--- src/rtl/idct_pkg.sv ---
// idct_pkg: shared widths, rounding constants, pixel clip helper
// and read-side state encoding for the 4x4 inverse transform.
package idct_pkg;

   localparam int CW   = 16;
   localparam int PW   = 8;
   localparam int RW   = CW + 2;
   localparam int CLW  = CW + 4;
   localparam int RND  = 32;
   localparam int SH   = 6;
   localparam int PMAX = (1 << PW) - 1;

   typedef enum logic {
      IDLE,
      DRAIN
   } rd_state_e;

   // Round by 1/64 then saturate into the unsigned pixel range.
   function automatic logic [PW-1:0] clip_pixel(
      input logic signed [CLW-1:0] y
   );
      logic signed [CLW:0] t;
      logic signed [CLW:0] lim;
      lim = (CLW+1)'(PMAX);
      t   = (CLW+1)'(y) + (CLW+1)'(RND);
      t   = t >>> SH;
      if (t[CLW]) begin
         return '0;
      end
      if (t > lim) begin
         return '1;
      end
      return t[PW-1:0];
   endfunction

endpackage

--- src/rtl/idct_1d_4.sv ---
// idct_1d_4: combinational 4-point inverse butterfly.
// Output grows by two bits over the input width.
module idct_1d_4 #(
   parameter int W = 16
) (
   input  logic signed [W-1:0] d0_i,
   input  logic signed [W-1:0] d1_i,
   input  logic signed [W-1:0] d2_i,
   input  logic signed [W-1:0] d3_i,
   output logic signed [W+1:0] y0_o,
   output logic signed [W+1:0] y1_o,
   output logic signed [W+1:0] y2_o,
   output logic signed [W+1:0] y3_o
);

   localparam int OW = W + 2;

   logic signed [OW-1:0] a0, a1, a2, a3;
   logic signed [OW-1:0] e, f, g, h;

   // Even/odd split, odd half uses halved cross terms.
   always_comb begin
      a0   = OW'(d0_i);
      a1   = OW'(d1_i);
      a2   = OW'(d2_i);
      a3   = OW'(d3_i);
      e    = a0 + a2;
      f    = a0 - a2;
      g    = (a1 >>> 1) - a3;
      h    = a1 + (a3 >>> 1);
      y0_o = e + h;
      y1_o = f + g;
      y2_o = f - g;
      y3_o = e - h;
   end

endmodule

--- src/rtl/idct_2d_4x4.sv ---
// idct_2d_4x4: row pass into a ping-pong transpose buffer, then
// column pass, round and clip; one pixel column out per cycle.
module idct_2d_4x4
   import idct_pkg::*;
(
   input  logic                 clk,
   input  logic                 rst,
   input  logic signed [CW-1:0] cin0,
   input  logic signed [CW-1:0] cin1,
   input  logic signed [CW-1:0] cin2,
   input  logic signed [CW-1:0] cin3,
   input  logic                 cin_valid,
   output logic [PW-1:0]        dout0,
   output logic [PW-1:0]        dout1,
   output logic [PW-1:0]        dout2,
   output logic [PW-1:0]        dout3,
   output logic                 dout_valid,
   output logic                 dout_last
);

   logic signed [RW-1:0]  row_y [4];
   logic signed [RW-1:0]  bank_q [2][4][4];
   logic signed [RW-1:0]  col_x [4];
   logic signed [CLW-1:0] col_y [4];

   logic [1:0] wr_row_q, wr_row_d;
   logic       wr_bank_q, wr_bank_d;
   logic       handoff;

   rd_state_e  state_q, state_d;
   logic [1:0] rd_col_q, rd_col_d;
   logic       rd_bank_q, rd_bank_d;
   logic       drain_en;

   logic [PW-1:0] dout_q [4];
   logic          valid_q, last_q;

   idct_1d_4 #(.W(CW)) u_row (
      .d0_i (cin0),
      .d1_i (cin1),
      .d2_i (cin2),
      .d3_i (cin3),
      .y0_o (row_y[0]),
      .y1_o (row_y[1]),
      .y2_o (row_y[2]),
      .y3_o (row_y[3])
   );

   idct_1d_4 #(.W(RW)) u_col (
      .d0_i (col_x[0]),
      .d1_i (col_x[1]),
      .d2_i (col_x[2]),
      .d3_i (col_x[3]),
      .y0_o (col_y[0]),
      .y1_o (col_y[1]),
      .y2_o (col_y[2]),
      .y3_o (col_y[3])
   );

   // Write pointer advance; 4th row flips bank and hands it off.
   always_comb begin
      wr_row_d  = wr_row_q;
      wr_bank_d = wr_bank_q;
      handoff   = 1'b0;
      if (cin_valid) begin
         wr_row_d = wr_row_q + 2'd1;
         if (wr_row_q == 2'd3) begin
            wr_bank_d = ~wr_bank_q;
            handoff   = 1'b1;
         end
      end
   end

   // Write pointer registers.
   always_ff @(posedge clk or posedge rst) begin
      if (rst) begin
         wr_row_q  <= '0;
         wr_bank_q <= 1'b0;
      end else begin
         wr_row_q  <= wr_row_d;
         wr_bank_q <= wr_bank_d;
      end
   end

   // Transpose storage: row-transformed values land by row.
   always_ff @(posedge clk or posedge rst) begin
      if (rst) begin
         for (int b = 0; b < 2; b++) begin
            for (int r = 0; r < 4; r++) begin
               for (int c = 0; c < 4; c++) begin
                  bank_q[b][r][c] <= '0;
               end
            end
         end
      end else if (cin_valid) begin
         for (int c = 0; c < 4; c++) begin
            bank_q[wr_bank_q][wr_row_q][c] <= row_y[c];
         end
      end
   end

   // Read one column of the draining bank.
   always_comb begin
      for (int i = 0; i < 4; i++) begin
         col_x[i] = bank_q[rd_bank_q][i][rd_col_q];
      end
   end

   // Drain sequencing; a handoff on the last column chains blocks.
   always_comb begin
      state_d   = state_q;
      rd_col_d  = rd_col_q;
      rd_bank_d = rd_bank_q;
      drain_en  = 1'b0;
      unique case (state_q)
         IDLE: begin
            if (handoff) begin
               state_d   = DRAIN;
               rd_col_d  = '0;
               rd_bank_d = wr_bank_q;
            end
         end
         DRAIN: begin
            drain_en = 1'b1;
            if (rd_col_q == 2'd3) begin
               rd_col_d = '0;
               if (handoff) begin
                  rd_bank_d = wr_bank_q;
               end else begin
                  state_d = IDLE;
               end
            end else begin
               rd_col_d = rd_col_q + 2'd1;
            end
         end
         default: begin
            state_d = IDLE;
         end
      endcase
   end

   // Read-side state registers.
   always_ff @(posedge clk or posedge rst) begin
      if (rst) begin
         state_q   <= IDLE;
         rd_col_q  <= '0;
         rd_bank_q <= 1'b0;
      end else begin
         state_q   <= state_d;
         rd_col_q  <= rd_col_d;
         rd_bank_q <= rd_bank_d;
      end
   end

   // Output column register; pixels hold while not draining.
   always_ff @(posedge clk or posedge rst) begin
      if (rst) begin
         for (int i = 0; i < 4; i++) begin
            dout_q[i] <= '0;
         end
         valid_q <= 1'b0;
         last_q  <= 1'b0;
      end else begin
         valid_q <= drain_en;
         last_q  <= drain_en && (rd_col_q == 2'd3);
         if (drain_en) begin
            for (int i = 0; i < 4; i++) begin
               dout_q[i] <= clip_pixel(col_y[i]);
            end
         end
      end
   end

   assign dout0      = dout_q[0];
   assign dout1      = dout_q[1];
   assign dout2      = dout_q[2];
   assign dout3      = dout_q[3];
   assign dout_valid = valid_q;
   assign dout_last  = last_q;

endmodule
--- config.mk ---
export PLATFORM = sky130hd
export DESIGN_NAME = idct_2d_4x4
export DESIGN_NICKNAME = d
export VERILOG_FILES = /design/src/rtl/idct_pkg.sv /design/src/rtl/idct_1d_4.sv /design/src/rtl/idct_2d_4x4.sv
export SDC_FILE = /design/constraint.sdc
export NUM_CORES = 2
export LEC_CHECK = 0
export ABC_AREA = 1
export ABC_CLOCK_PERIOD_IN_PS = 34400
export CORE_AREA = 3 3 431 220
export DETAILED_ROUTE_END_ITERATION = 8
export DIE_AREA = 0 0 434 223
export PLACE_DENSITY = 0.7
export SETUP_SLACK_MARGIN = 0.05
export SYNTH_ARGS = -nofsm -noshare
export SYNTH_HDL_FRONTEND = slang
export SYNTH_HIERARCHICAL = 1
export SYNTH_SLANG_ARGS = --single-unit
--- constraint.sdc ---
create_clock -name clk -period 34.4 [get_ports clk]
set_input_delay 6.88 -clock clk [delete_from_list [all_inputs] [get_ports clk]]
set_output_delay 6.88 -clock clk [all_outputs]
set_load 0.02 [all_outputs]
== Yosys cells after proc, flatten, opt, wreduce, memory -nomap -nowiden ==
Index checks and enable logic that the tools add are counted.

* Word-level logic and storage cells: 172
* Output and inout port bits: 34
* Register bits after elaboration: 617

* Equality and inequality tests: 4
* Bitwise gates (word level): 6
* Mux-type cells: 83
* Reductions and logical operators: 4
* $add $sub $neg: 22
* Magnitude comparators: 10

{| class="wikitable"
|+ Operator list
! operator !! number
|-
| $bwmux 576 || 4
|-
| $mux 288 || 7
|-
| $demux 288 s1 || 4
|-
| $demux 72 s2 || 4
|-
| $mux 18 || 9
|-
| $bmux 18 s2 || 4
|-
| $mux 8 || 16
|-
| $add 20x7->21 const B || 4
|-
| $mux 72 || 1
|-
| $gt 15x9->1 const B || 4
|-
| $mux 54 || 1
|-
| $add 19x19->20 || 2
|-
| $sub 19x19->20 || 2
|-
| $mux 36 || 1
|-
| $mux 1 || 27
|-
| $add 18x17->19 || 1
|-
| $add 18x18->19 || 1
|-
| $sub 17x18->19 || 1
|-
| $sub 18x18->19 || 1
|-
| $add 17x17->18 || 1
|-
| $add 18x18->18 || 1
|-
| $sub 17x17->18 || 1
|-
| $sub 18x18->18 || 1
|-
| $add 16x15->17 || 1
|-
| other kinds (19) || 30
|}

== Longest topological paths before layout ==
* Word-level depth: 16
* Gate-level depth with buffers: 42

== Modules after synthesis ==
Netlist, hierarchy kept.

{| class="wikitable"
|+ Modules (own cells, without submodules)
! module !! seq. area each (sq um) !! cells each !! area each (sq um) !! instances
|-
| idct_2d_4x4 || 15439.8 || 3482 || 28247.1 || 1
|-
| idct_1d_4 (u_col) || 0.0 || 1750 || 9293.9 || 1
|-
| idct_1d_4 (u_row) || 0.0 || 1417 || 7850.0 || 1
|}

== Worst setup path after synthesis ==
Ideal clock, no wire load.

* Path kind: in2reg
* From: in cin1[1]
* To: reg bank_q[107] (netlist bit)
* Buffers on the path: 1
* Stages on the path: 23
* Data required time: 34.270 ns
* Setup slack: 24.865 ns
* Data arrival time: 9.405 ns
* Path through: inv_1 ha_1 fa_1 nand3b_1 nand2_1 nand2_1 nand2_2 nand2_1 nand2_1 nand2_1 nand2_1 inv_1 ha_1 buf_4 o21ai_0 a21oi_1 nor2_1 nor2_1 nand2_1 nand2_1 nand2_1 inv_1 o21ai_0

{| class="wikitable"
|+ RTL lines
! element !! line !! RTL
|-
| start, declared || idct_2d_4x4.sv:9 || <nowiki>input logic signed [CW-1:0] cin1,</nowiki>
|-
| end signal, assigned by index || idct_2d_4x4.sv:97 || <nowiki>bank_q[wr_bank_q][wr_row_q][c] <= row_y[c];</nowiki>
|-
| end, declared || idct_2d_4x4.sv:22 || <nowiki>logic signed [RW-1:0] bank_q [2][4][4];</nowiki>
|}

==> impl_metrics.csv <==
group,metric,value,unit
global_route,overflow,0,
clock_tree,cts-htree-levels,2,
setup_path,startpoint_type,"primary input",
sta,setup_viol,0,
cells_and_area,area_growth,7.09,%
cells_and_area,final_cell_mix,"nand2_1, o21ai_0, nor2_1",
yosys,synth_area,45300,um^2
drt,ant_nets,0,
place,port-buffer-count,100,
clock_tree,cts_setup_buffers,0,
clock_tree,insertion_delay,0.68,ns
clock_tree,clockBufferDepth,3,
yosys,synth_nets,7002,
floorplanning,dieArea,96800,um^2
floorplanning,die_h,223,um
yosys,synth_cells,6630,
clock_tree,cts_resized,0,
global_route,grt_pass1_vias,40900,
sta,fin_crit_sh,30.1,%
setup_path,cp_cell_sequence,"clkdlybuf4s50_1, inv_1, ha_1, fa_1, nand3b_1, nand2_1, nand2_1, nand2_2, nand2_1, nand2_1, nand2_1, nand2_1, inv_1, ha_1, nand2_1, nor4_1, nand2_1, nand2_1, nand2_1, nand2_1, inv_1, o21ai_0",
floorplanning,io_pins,101,
cells_and_area,nFillCells,8991,
setup_path,crit_family,"simple AND/OR/NAND/NOR gates",
setup_path,worstPathArrival,10.90,ns
drt,wl_per_cell,18.1,um
drt,vias_per_cell,5.63,
setup_path,path_common_cell,"nand2_1",
clock_tree,clk_pin_slew,0.06,ns
cells_and_area,layout_commonest_cell,"nand2_1",
drt,drt_iter0_markers,4496,
setup_path,critPathKind,"primary input to flop",
sta,finalClockSkew,0.0483,ns
yosys,yosysWarnings,6,
yosys,avgSynthCellArea,6.83,um^2
sta,grt_setup_unrepaired,"false",
outcome,status,"complete, no violations",
clock_tree,root_buffer,"clkbuf_16",
job,maxCapViolCount,0,
floorplanning,initial_core_util,49.9,%
global_route,grt_max_degree,189,
clock_tree,clock_sinks,617,
drt,first_pass_iters,7,
drt,wl,140000,um
floorplanning,coreArea,90700,um^2
clock_tree,tritoncts,"yes",
place,hpwl,103000,um
floorplanning,die_width,434,um
sta,worstMarginPinSlew,1.43,ns
sta,fin_crit,10.36,ns
setup_path,cp_num_buf_inv,4,
clock_tree,cts_hold_buf,0,
setup_path,crit_path_max_fanout,10,
drt,dr_total_vias,43600,
setup_path,slowest_stage,"clkdlybuf4s50_1",
setup_path,endpoint_kind,"flop",
clock_tree,numCtsBuffers,56,
global_route,antenna_found_initial,1,
sta,max_freq,96.5,MHz
cells_and_area,drive_gt1_share,4.20,%
drt,drc_errors,0,
worst_hold_path,hold_path.class,"flop to flop",
place,gp_congestion,0.995,
sta,tns,0,ns
sta,slew_viol_final,0,
floorplanning,num_rows,78,
setup_path,critical-path-max-stage-delay,0.49,ns
cells_and_area,nets,6866,
global_route,grt_util_all_layers,28.7,%
setup_path,required,34.94,ns
sta,max_slew_margin,4.36,%
global_route,grt_first_pass_wirelength,225000,um
sta,hold_violations,0,
## registers in the layout, summed over array words and instances (netlist names)
signal / flops
bank_q: 576
dout1: 8
rd_col_q: 2
wr_bank_q: 1
dout2: 8
dout_valid: 1
wr_row_q: 2
dout0: 8
rd_bank_q: 1
dout3: 8
state_q: 1
dout_last: 1
## per-stage QoR
stage	setup WS [ns]	area [um^2]	utilization, %	cells	hold slack [ns]
finish	24.04	48500	53.5	7744	0.475
global route	23.73	48500	53.4	7741	0.499
CTS	24.18	48500	53.4	7741	0.481
detailed placement	23.50	46500	51.3	7636	0.465
global placement	23.60	46500	51.3	7636	0.460
floorplan	10.24	45300	-	6630	0.407
## worst min-delay path, delay by kind of cell (launching register included)
family           cells  cell delay (ns)
AND/OR/NAND/NOR      2             0.10
flip-flops           1             0.34
## worst paths after layout
kind / slack [ns] / from / endpoint / cells past startpoint
setup / recovery: 24.04 / cin1[1] / bank_q[196]$_DFFE_PP0P_ / 22
hold / removal: 0.47 / dout3[3]$_DFFE_PP0P_ / dout3[3]$_DFFE_PP0P_ / 2
setup reg to reg: 26.25 / rd_col_q[0]$_DFFE_PP0P_ / dout2[2]$_DFFE_PP0P_ / 31
hold reg to reg: 0.47 / dout3[3]$_DFFE_PP0P_ / dout3[3]$_DFFE_PP0P_ / 2
max in group asynchronous: 24.95 / rst / bank_q[459]$_DFFE_PP0P_ / 4
min in group asynchronous: 6.83 / rst / dout0[5]$_DFFE_PP0P_ / 2
## layout make-up
class | count | area (um^2) | area share, %
inverter | 635 | 2400 | 4.95
tap | 1200 | 1500 | 3.10
clock buffer | 76 | 1540 | 3.17
timing repair buffer | 125 | 1230 | 2.53
clock inverter | 29 | 392 | 0.808
sequential | 617 | 15400 | 31.9
multi-input combinational | 5059 | 25900 | 53.5
antenna | 3 | 7.51 | 0.0155
## layer usage
layer / part of all wire (%) / global-route usage [%] / up-vias
met4: 1.6 / 5.13 / 0
met2: 43 / 44.6 / 1525
met5: 0 / 0 / -
met3: 8.3 / 5.03 / 163
li1: - / - / 21100
met1: 47 / 42.2 / 20800
Power is left out: the tool's default activity adds up to more than one toggle a clock period on the data nets, which glitch-free logic cannot reach.
